File: src/rtl/seq_mon_pkg.sv
// Shared types and helpers for the hit monitor: FSM state encoding,
// default sizing constants and the saturating increment used by all counters.
package seq_mon_pkg;

   typedef enum logic [1:0] {
      IDLE  = 2'b00,
      RUN   = 2'b01,
      ALARM = 2'b10
   } state_t;

   localparam int unsigned DEF_CNT_W   = 8;
   localparam int unsigned DEF_WIN_LEN = 64;

   // Returns v+1 when inc is set and v is below max_v, otherwise v unchanged.
   function automatic logic [31:0] sat_inc(input logic [31:0] v,
                                           input logic        inc,
                                           input logic [31:0] max_v);
      if (inc && (v < max_v)) return v + 32'd1;
      return v;
   endfunction

endpackage

File: src/rtl/seq_win_timer.sv
// Modulo-WIN_LEN cycle timer with enable and synchronous clear.
// last_cycle flags the final cycle of each window.
module seq_win_timer #(
   parameter  int unsigned WIN_LEN = 64,
   localparam int unsigned WIN_W   = $clog2(WIN_LEN)
) (
   input  logic clk,
   input  logic rst,
   input  logic en,
   input  logic clr,
   output logic last_cycle
);

   logic [WIN_W-1:0] timer;

   assign last_cycle = (timer == WIN_W'(WIN_LEN - 1));

   always_ff @(posedge clk or negedge rst) begin
      if (!rst) begin
         timer <= '0;
      end else if (clr) begin
         timer <= '0;
      end else if (en) begin
         timer <= last_cycle ? '0 : timer + WIN_W'(1);
      end
   end

endmodule

File: src/rtl/seq_hit_monitor.sv
// Windowed hit counter for the 1100 detector output: per-window count,
// last completed window count, saturating lifetime total and a sticky alarm.
module seq_hit_monitor
   import seq_mon_pkg::*;
#(
   parameter  int unsigned CNT_W   = DEF_CNT_W,
   parameter  int unsigned WIN_LEN = DEF_WIN_LEN,
   localparam int unsigned WIN_W   = $clog2(WIN_LEN)
) (
   input  logic             clk,
   input  logic             rst,
   input  logic             hit_i,
   input  logic             en,
   input  logic             clr,
   input  logic [CNT_W-1:0] thresh,
   input  logic             alarm_ack,
   output logic [CNT_W-1:0] win_cnt,
   output logic [CNT_W-1:0] last_win_cnt,
   output logic [CNT_W-1:0] total_cnt,
   output logic             win_done,
   output logic             alarm
);

   localparam logic [31:0] CNT_MAX = 32'((64'd1 << CNT_W) - 64'd1);

   state_t           state;
   logic             counting;
   logic             last_cycle;
   logic             win_end;
   logic             trigger;
   logic [CNT_W-1:0] win_nxt;
   logic [CNT_W-1:0] total_nxt;

   assign counting = (state == RUN) || (state == ALARM);

   // Timer only runs in counting states with en high; anything else parks it at 0.
   seq_win_timer #(.WIN_LEN(WIN_LEN)) u_timer (
      .clk        (clk),
      .rst        (rst),
      .en         (counting),
      .clr        (clr || !en || !counting),
      .last_cycle (last_cycle)
   );

   always_comb begin
      win_nxt   = CNT_W'(sat_inc(32'(win_cnt), hit_i, CNT_MAX));
      total_nxt = CNT_W'(sat_inc(32'(total_cnt), hit_i, CNT_MAX));
      win_end   = counting && last_cycle;
      // A hit on the last cycle is folded into the ending window before comparing.
      trigger   = win_end && (thresh != '0) && (win_nxt >= thresh);
   end

   always_ff @(posedge clk or negedge rst) begin
      if (!rst) begin
         state        <= IDLE;
         alarm        <= 1'b0;
         win_cnt      <= '0;
         last_win_cnt <= '0;
         total_cnt    <= '0;
         win_done     <= 1'b0;
      end else begin
         win_done <= 1'b0;
         if (clr) begin
            win_cnt      <= '0;
            last_win_cnt <= '0;
            total_cnt    <= '0;
            state        <= en ? RUN : IDLE;
            alarm        <= 1'b0;
         end else begin
            case (state)
               IDLE: begin
                  if (en) state <= RUN;
               end
               RUN, ALARM: begin
                  if (!en) begin
                     state   <= IDLE;
                     alarm   <= 1'b0;
                     win_cnt <= '0;
                  end else begin
                     total_cnt <= total_nxt;
                     if (win_end) begin
                        last_win_cnt <= win_nxt;
                        win_cnt      <= '0;
                        win_done     <= 1'b1;
                     end else begin
                        win_cnt <= win_nxt;
                     end
                     // A fresh trigger outranks an acknowledge in the same cycle.
                     if (trigger) begin
                        state <= ALARM;
                        alarm <= 1'b1;
                     end else if ((state == ALARM) && alarm_ack) begin
                        state <= RUN;
                        alarm <= 1'b0;
                     end
                  end
               end
               default: begin
                  state   <= IDLE;
                  alarm   <= 1'b0;
                  win_cnt <= '0;
               end
            endcase
         end
      end
   end

endmodule

File: config.mk
export PLATFORM = sky130hd
export DESIGN_NAME = seq_hit_monitor
export DESIGN_NICKNAME = d
export VERILOG_FILES = /design/src/rtl/seq_mon_pkg.sv /design/src/rtl/seq_win_timer.sv /design/src/rtl/seq_hit_monitor.sv
export SDC_FILE = /design/constraint.sdc
export NUM_CORES = 1
export LEC_CHECK = 0
export CAP_MARGIN = 20
export CORE_MARGIN = 2
export CORE_UTILIZATION = 42
export CTS_BUF_LIST = sky130_fd_sc_hd__clkbuf_4
export DETAILED_ROUTE_END_ITERATION = 10
export DONT_BUFFER_PORTS = 1
export PLACE_DENSITY_LB_ADDON = 0.1
export SETUP_SLACK_MARGIN = 0.1
export SLEW_MARGIN = 20
export SYNTH_ARGS = -nofsm -noshare
export SYNTH_HDL_FRONTEND = slang
export SYNTH_SLANG_ARGS = --single-unit
File: constraint.sdc
create_clock -name clk -period 8.85 [get_ports clk]
set_clock_uncertainty 0.2 [all_clocks]
set_input_delay 0.885 -clock clk [delete_from_list [all_inputs] [get_ports clk]]
set_output_delay 0.885 -clock clk [all_outputs]
set_load 0.03 [all_outputs]
==> results of run 1 <==
==> per-stage QoR <==
step | hold slack [ps] | power [mW]
after global placement | 258 | 0.227
after detailed placement | 275 | 0.230
final | 33.4 | 0.308
after floorplan | 233 | 0.215
after global routing | 9.61 | 0.327
after CTS | 12.0 | 0.312
==> cell type report <==
type                            count  area [um2]  share of cell area [%]
Multi-Input combinational cell    161        1040                    50.0
Sequential cell                    34         851                    40.9
Inverter                           18        67.6                    3.25
Tap cell                           52        65.1                    3.13
Clock buffer                        5        37.5                    1.80
Clock inverter                      2        10.0                   0.481
Timing Repair Buffer                1        10.0                   0.481
==> routing by layer <==
layer / up-vias / wire length (um) / track usage (%) / share of wire (%)
met4: 0 / 65 / 7.61 / 1.4
li1: 764 / - / - / -
met2: 56 / 1980 / 28.6 / 44
met5: - / 0 / 0 / 0
met3: 8 / 315 / 4.86 / 7.0
met1: 733 / 2150 / 25.7 / 48
==> registers in the layout (all words and copies together) (netlist names) <==
| register | count |
|---|---|
| last_win_cnt | 8 |
| total_cnt | 8 |
| win_cnt | 8 |
| u_timer.timer | 6 |
| state | 2 |
| alarm | 1 |
| win_done | 1 |
==> kinds of logic after synthesis <==
| group | after synthesis | share of synthesized area (%) |
|---|---|---|
| flip-flops | 34 | 43.3 |
| buffers and inverters | 20 | 3.88 |
| multiplexers | 4 | 2.16 |
| XOR/XNOR | 14 | 6.23 |
| AND/OR/NAND/NOR | 82 | 19.6 |
| adder cells (fa/ha/maj) | 14 | 8.91 |
| AO/OA/AOI/OAI | 47 | 16.0 |
==> cell usage in the layout (no fill, tap or decap), drive strengths merged, types with 2 or more instances in the layout <==
cell type,count
nand4,3
a311oi,2
a31oi,3
clkbuf,5
nor2,24
mux2,2
nor3,5
a21o,2
inv,18
nand2,29
or3,3
a22o,4
o21ai,21
xor2,6
nor2b,2
nand3,6
nor4,3
dfrtp,34
a21oi,3
clkinv,2
xnor2,8
o211ai,2
and3,2
ha,14
mux2i,2
a211oi,4
o31ai,3
==> worst max-delay path, cell delays in order, from the launching register on <==
cell	delay (ps)
dfrtp_1	600
ha_1	280
nand3_2	130
o31ai_4	460
nor3_1	130
xnor2_1	230
inv_1	120
ha_1	310
a211oi_1	200
nor2_1	90
a211oi_1	260
nor3_1	130
a2bb2oi_1	150
==> power groups by stage <==
| stage | combinational (mW) | clock (mW) | sequential [mW] |
|---|---|---|---|
| final | 0.0587 | 0.0800 | 0.169 |
| after global routing | 0.0667 | 0.0901 | 0.170 |
| after CTS | 0.0576 | 0.0845 | 0.169 |
| after detailed placement | 0.0570 | 0 | 0.173 |
| after global placement | 0.0546 | 0 | 0.172 |
| after floorplan | 0.0443 | 0 | 0.171 |
==> worst min path at each step <==
stage | to | slack [ps] | depth (start not counted)
4_1_cts | total_cnt[4]$_DFFE_PN0P_ | 10 | 0
5_1_grt | win_cnt[0]$_DFFE_PN0P_ | 10 | 0
6_report | win_cnt[6]$_DFFE_PN0P_ | 30 | 0
3_3_place_gp | u_timer.timer[0]$_DFFE_PN0P_ | 260 | 1
3_5_place_dp | u_timer.timer[0]$_DFFE_PN0P_ | 270 | 1
2_1_floorplan | u_timer.timer[0]$_DFFE_PN0P_ | 230 | 1
==> impl_results.rst, run 1 <==
.. list-table::
   :header-rows: 1

   * - Metric
     - Value
   * - Most frequent cells after synthesis
     - 34 x dfrtp_1, 29 x nand2_1, 24 x nor2_1
   * - Mean cell area of the mapped netlist
     - 9.15 um2
   * - Top_reg_cell synth
     - dfrtp_1
   * - Worst-skew pair later-pin latency
     - 330 ps
   * - Startpoint Class
     - flop
   * - Combinational share of power
     - 19.1%
   * - # nets final
     - 249
   * - Headroom to the max-slew limit
     - 49.8%
   * - Slack of the worst reg-to-reg path
     - 5460 ps
   * - Maximum number of pins on one net before global-route repair
     - 35
   * - Worst min path class
     - primary input to asynchronous set/reset pin
   * - Share of the synthesized area in the top cell type
     - a little over two fifths
   * - IO Port Bufs
     - 0
   * - Number of diodes
     - 0
   * - Synth cell types
     - 38
   * - Post-layout instance area
     - roughly 0.0021 mm2
   * - Routed wire length per instance
     - 16.5 um
   * - Die width
     - between 70 and 80 um
   * - Unrepaired setup endpoints after global routing
     - no
   * - Vias in the first global route
     - between 1500 and 2000
   * - Count of mapped cells out of synthesis
     - 215
   * - Power per standard cell area
     - about 150 mW/mm2
   * - Status
     - completed
   * - Placeable core region
     - 0.00444 mm2
   * - Total grt overflow
     - 0
   * - Setup violators final
     - 0
   * - Top cells by area in the synthesized netlist
     - dfrtp_1 43%, ha_1 8.9%, nand2_1 5.5%
   * - Actual transition at the worst max-transition pin
     - 750 ps
   * - Post-layout instance count excluding filler cells
     - 273
   * - Post-synth EDFFs
     - 0
   * - Wire length of the first global-routing pass
     - between 7000 and 8000 um
   * - Crit-path max FO
     - 9
   * - Starting DRC count in detailed routing
     - 128
   * - Critical Path End
     - state[0]$_DFFE_PN0P_
   * - Antenna Nets Post-Route
     - 0
   * - Synthesized area
     - 0.00197 mm2
   * - Vias post-DR
     - 1561
   * - Layout area overhead
     - 5.79%
   * - Switching power share of the total
     - a little under a third
   * - Cell internal power dissipation
     - 0.211 mW
   * - CP Launch Point
     - win_cnt[0]$_DFFE_PN0P_
   * - Smallest setup slack after layout
     - 5460 ps
   * - Crit Reg-Reg Startpoint
     - win_cnt[0]$_DFFE_PN0P_
   * - DR pass1 iterations
     - 4
   * - Area of placed instances
     - 0.00202 mm2
   * - Synthesized Nets
     - roughly 240
   * - Largest voltage drop on the vdd net
     - 75.8 uV
   * - Reg power frac
     - approximately 55%
   * - Setup Fix Bufs, Post-CTS
     - 0
   * - Chip height
     - 72.4 um
   * - Number of cells traversed by the worst register-to-register path
     - 12
   * - Post-route core utilization
     - 46.8%
   * - Total placed cells including tap cells
     - 265
   * - Number of fill cells
     - 441
   * - Final max-slew violation count
     - 0
   * - Switching component of the power
     - 0.0973 mW
   * - Wirelength, routed
     - around 4500 um
   * - CTS H-tree depth
     - 2
   * - Fraction of layout cells with a size suffix above 1
     - under 10%
   * - Period Utilization, post-route
     - 38.3%
   * - CTS tree
     - done
   * - Worst-path clk slew
     - roughly 100 ps
   * - Part of the total power dissipated in the clock network
     - 26.0%
   * - Number of rows in the core area
     - 24
   * - Root Driver
     - clkbuf_4
   * - Hold-fix buffers at CTS
     - 0
   * - Fraction of synthesis flops using an asynchronous set or reset pin
     - 100%
   * - Area of the die
     - 0.00525 mm2
   * - Summed negative setup slack over all endpoints
     - 0 ps
   * - Most repeated cell in the gate-level netlist after synthesis
     - dfrtp_1
   * - Number of endpoints with negative hold slack in the final report
     - 0
   * - Final critical delay including setup and external delays
     - 3390 ps
   * - Drt via density
     - around 5.7
   * - Number of gates given a new drive strength after cts
     - 0
   * - Tot GR Track Use
     - 18.9%
   * - Setup slack at placement
     - between 5000 and 6000 ps
   * - Total leakage power
     - 0.974 nW
   * - Data required time of the critical path
     - roughly 9000 ps
   * - Initial cell density of the core
     - 44.3%
   * - Start-to-end type of the worst setup path
     - flop to flop
   * - Cell type with the highest aggregate area in the netlist
     - dfrtp_1
   * - Type of destination of the critical path
     - flop
   * - Number of warnings issued by yosys
     - 0
   * - CTS Sinks
     - 34
   * - Total clock buffers created by CTS
     - 5
   * - Synthesis-stage register bit count
     - 34
   * - R2R Path End
     - state[0]$_DFFE_PN0P_
   * - Maximum buffer depth of the clock tree
     - 2
   * - Detailed placer's ending HPWL
     - 3470 um
   * - Number of primary I/O pins
     - 40
   * - MaxCap Viol Count
     - 0
   * - Post-route DRC violation count
     - 0
   * - Initial antenna violation count
     - 0
   * - Share of the yosys chip area belonging to registers
     - 43.3%
   * - Critical Path AT
     - 3410 ps
   * - Routability congestion estimate
     - 0.874
   * - Highest clock rate
     - 0.295 GHz
Power figures use the tool's default switching activity.
==> run 2, diff against run 1 <==
- clock period: 8.85 -> 2.75 ns (I/O delays scaled with it)
==> impl_results.rst, run 2 (synthesized netlist as in run 1, its figures left out) <==
.. list-table::
   :header-rows: 1

   * - Metric
     - Value
   * - Status
     - complete, but fails checks
   * - Violations in the final reports
     - setup timing
   * - MaxCap Viol Count
     - 0 (unchanged)
   * - Endpoint, Worst Hold
     - win_cnt[2]$_DFFE_PN0P_
   * - Commonest cells after routing, fill and taps aside
     - 29 x nand2_1, 29 x dfrtp_1, 23 x nor2_1
   * - Detailed placer's ending HPWL
     - 3590 um (+3.5%)
   * - Number of rows in the core area
     - 24 (unchanged)
   * - Routability congestion estimate
     - 0.886 (+1.3%)
   * - Combinational share of power
     - 24.8% (+5.7 points)
   * - Vias in the first global route
     - 1693 (+11%)
   * - Actual transition at the worst max-transition pin
     - 793 ps (+42.8 ps)
   * - Post-layout instance count excluding filler cells
     - 300 (+9.9%)
   * - Launch instance of the worst min-delay path
     - clr
   * - Smallest setup slack after layout
     - -146 ps (-5610 ps)
   * - Vias post-DR
     - 1702 (+9.0%)
   * - Number of endpoints with negative hold slack in the final report
     - 0 (unchanged)
   * - Initial antenna violation count
     - 0 (unchanged)
   * - Register cell area after layout
     - 857 um2 (+0.74%)
   * - Switching power share of the total
     - 32.3% (+0.65 points)
   * - Data required time of the critical path
     - 2750 ps (-6120 ps)
   * - Unrepaired setup endpoints after global routing
     - yes
   * - Type of destination of the critical path
     - flop
   * - Cell internal power dissipation
     - 0.728 mW (+250%)
   * - Cell occurring most often along the worst timing path
     - a211oi_2
   * - Startpoint Class
     - flop
   * - CTS tree
     - done
   * - Critical-path cell list
     - ha_4 -> nand3_4 -> o31ai_4 -> buf_4 -> o21ai_1 -> inv_1 -> ha_1 -> a211oi_2 -> o21ai_2 -> a211oi_2 -> nand4b_1 -> o32ai_2
   * - Final critical delay including setup and external delays
     - 2900 ps (-495 ps)
   * - Initial cell density of the core
     - 44.3% (unchanged)
   * - Wire length of the first global-routing pass
     - 8010 um (+6.7%)
   * - Critical Path AT
     - 2900 ps (-510 ps)
   * - Maximum number of pins on one net before global-route repair
     - 35 (unchanged)
   * - Number of diodes
     - 0 (unchanged)
   * - Period Utilization, post-route
     - 105% (+67 points)
   * - Largest voltage drop on the vdd net
     - 255 uV (+240%)
   * - Worst-path clk slew
     - 110 ps (about the same)
   * - Antenna Nets Post-Route
     - 0 (unchanged)
   * - CTS H-tree depth
     - 2 (unchanged)
   * - Routed wire length per instance
     - 16.3 um (-1.0%)
   * - Highest clock rate
     - 0.345 GHz (+17%)
   * - Crit Reg-Reg Startpoint
     - win_cnt[1]$_DFFE_PN0P_
   * - Post-route core utilization
     - 54.7% (+7.9 points)
   * - Part of the total power dissipated in the clock network
     - 25.8% (-0.2 points)
   * - Area of placed instances
     - 0.00222 mm2 (+9.8%)
   * - CTS Sinks
     - 34 (unchanged)
   * - Critical path's slowest cell
     - dfrtp_2
   * - Number of cells traversed by the worst register-to-register path
     - 12 (unchanged)
   * - Die width
     - 72.4 um (unchanged)
   * - Slack of the worst reg-to-reg path
     - -150 ps (-5610 ps)
   * - Summed negative setup slack over all endpoints
     - -352 ps (-352 ps)
   * - Starting DRC count in detailed routing
     - 108 (-16%)
   * - Layout area overhead
     - 23.6%
   * - Tot GR Track Use
     - 19.6% (+0.79 points)
   * - Total clock buffers created by CTS
     - 5 (unchanged)
   * - Headroom to the max-slew limit
     - 46.9% (-2.9 points)
   * - Setup violators final
     - 3 (+3)
   * - R2R Path End
     - state[1]$_DFFE_PN0P_
   * - Post-route DRC violation count
     - 0 (unchanged)
   * - Total placed cells including tap cells
     - 285 (+7.5%)
   * - # nets final
     - 275 (+10%)
   * - Root Driver
     - clkbuf_4
   * - Fraction of layout cells with a size suffix above 1
     - 24.2% (+18 points)
   * - Post-layout instance area
     - 0.00243 mm2 (+17%)
   * - Worst min path class
     - primary input to flop
   * - Switching component of the power
     - 0.347 mW (+260%)
   * - Worst hold slack
     - 22.7 ps (-10.7 ps)
   * - Buf+Inv Stages, Crit Path
     - 2 (+1)
   * - Reg power frac
     - 49.5% (-5.5 points)
   * - Total leakage power
     - 1.13 nW (+16%)
   * - Placeable core region
     - 0.00444 mm2 (unchanged)
   * - Footprint of the multi-input gates
     - 0.00116 mm2 (+12%)
   * - IO Port Bufs
     - 0 (unchanged)
   * - Final max-slew violation count
     - 0 (unchanged)
   * - Maximum buffer depth of the clock tree
     - 2 (unchanged)
   * - Chip height
     - 72.4 um (unchanged)
   * - Regs by FF count
     - last_win_cnt: 8 flops, total_cnt: 8 flops, win_cnt: 8 flops
   * - Number of fill cells
     - 418 (-5.2%)
   * - Number of primary I/O pins
     - 40 (unchanged)
   * - Worst-skew pair later-pin latency
     - 340 ps (about the same)
   * - Wirelength, routed
     - 4900 um (+8.8%)
   * - Worst Hold Path Cells
     - 3
   * - Power per standard cell area
     - 442 mW/mm2 (+200%)
   * - Power Total
     - 1.07 mW (+250%)
   * - Drt via density
     - 5.67 (-0.78%)
   * - DR pass1 iterations
     - 7 (+3)
   * - Crit-path max cell delay
     - 410 ps (-190 ps)
   * - Crit-path max FO
     - 6 (-3)
   * - Start-to-end type of the worst setup path
     - flop to flop
   * - Setup slack at placement
     - -141 ps (-5620 ps)
   * - Area of the die
     - 0.00525 mm2 (unchanged)
   * - Total grt overflow
     - 0 (unchanged)
   * - Kind of cell adding the most delay to the critical path
     - compound AO/OA/AOI/OAI gates
run 2: cell count changes in the layout (fill, tap and decap cells not counted), sizes merged:
| cell | before | now |
|---|---|---|
| buf | 0 | 24 |
| dlygate4sd3 | 1 | 3 |
| clkbuf | 5 | 6 |
run 2: how the worst max path moves through the flow:
stage,startpoint,to,slack (ps),cells past startpoint
after floorplan,win_cnt[0]$_DFFE_PN0P_,state[1]$_DFFE_PN0P_,-40,12
after global placement,win_cnt[1]$_DFFE_PN0P_,state[0]$_DFFE_PN0P_,-50,11
after detailed placement,win_cnt[1]$_DFFE_PN0P_,state[1]$_DFFE_PN0P_,-140,11
after CTS,win_cnt[0]$_DFFE_PN0P_,state[1]$_DFFE_PN0P_,-160,12
after global routing,win_cnt[0]$_DFFE_PN0P_,state[1]$_DFFE_PN0P_,-310,12
final,win_cnt[1]$_DFFE_PN0P_,state[1]$_DFFE_PN0P_,-150,12
run 2: timing repair:
action	4_1_cts	5_1_grt
buffers inserted	2	1
resized for setup	6	10
hold buffers	4	0
pin swaps	6	7
setup endpoints to repair	3	3
hold endpoints to repair	46	0
run 2: area by class of cell:
type / count / share of cell area [%]
tap: 52 / 2.68
inverter: 18 / 2.78
multi-input combinational: 161 / 47.7
clock inverter: 2 / 0.412
clock buffer: 6 / 1.85
timing repair buffer: 27 / 9.32
sequential: 34 / 35.3
run 2: worst min-delay path, stage by stage:
cell     delay [ps]
nor2b_1         100
nand2_1          90
o21ai_0          70
run 2: per-layer routing:
metal	up-vias	GRT usage, %	share of wire [%]
met5	-	0	0
met1	817	26.7	49
met4	0	4.94	1.2
met2	57	30.8	44
li1	822	-	-
met3	6	5.97	5.5
run 2: power groups by stage:
| stage | sequential [mW] | clock, mW | combinational (mW) |
|---|---|---|---|
| finish | 0.532 | 0.277 | 0.266 |
| floorplan | 0.552 | 0 | 0.145 |
| CTS | 0.530 | 0.284 | 0.244 |
| global route | 0.534 | 0.312 | 0.296 |
| detailed placement | 0.540 | 0 | 0.215 |
| global placement | 0.539 | 0 | 0.210 |
==> run 3, diff against run 2 <==
- SKIP_LAST_GASP: not set -> 1
==> results of run 3 <==
Same layout as run 2: the final DEF is identical, and so are final timing and power.
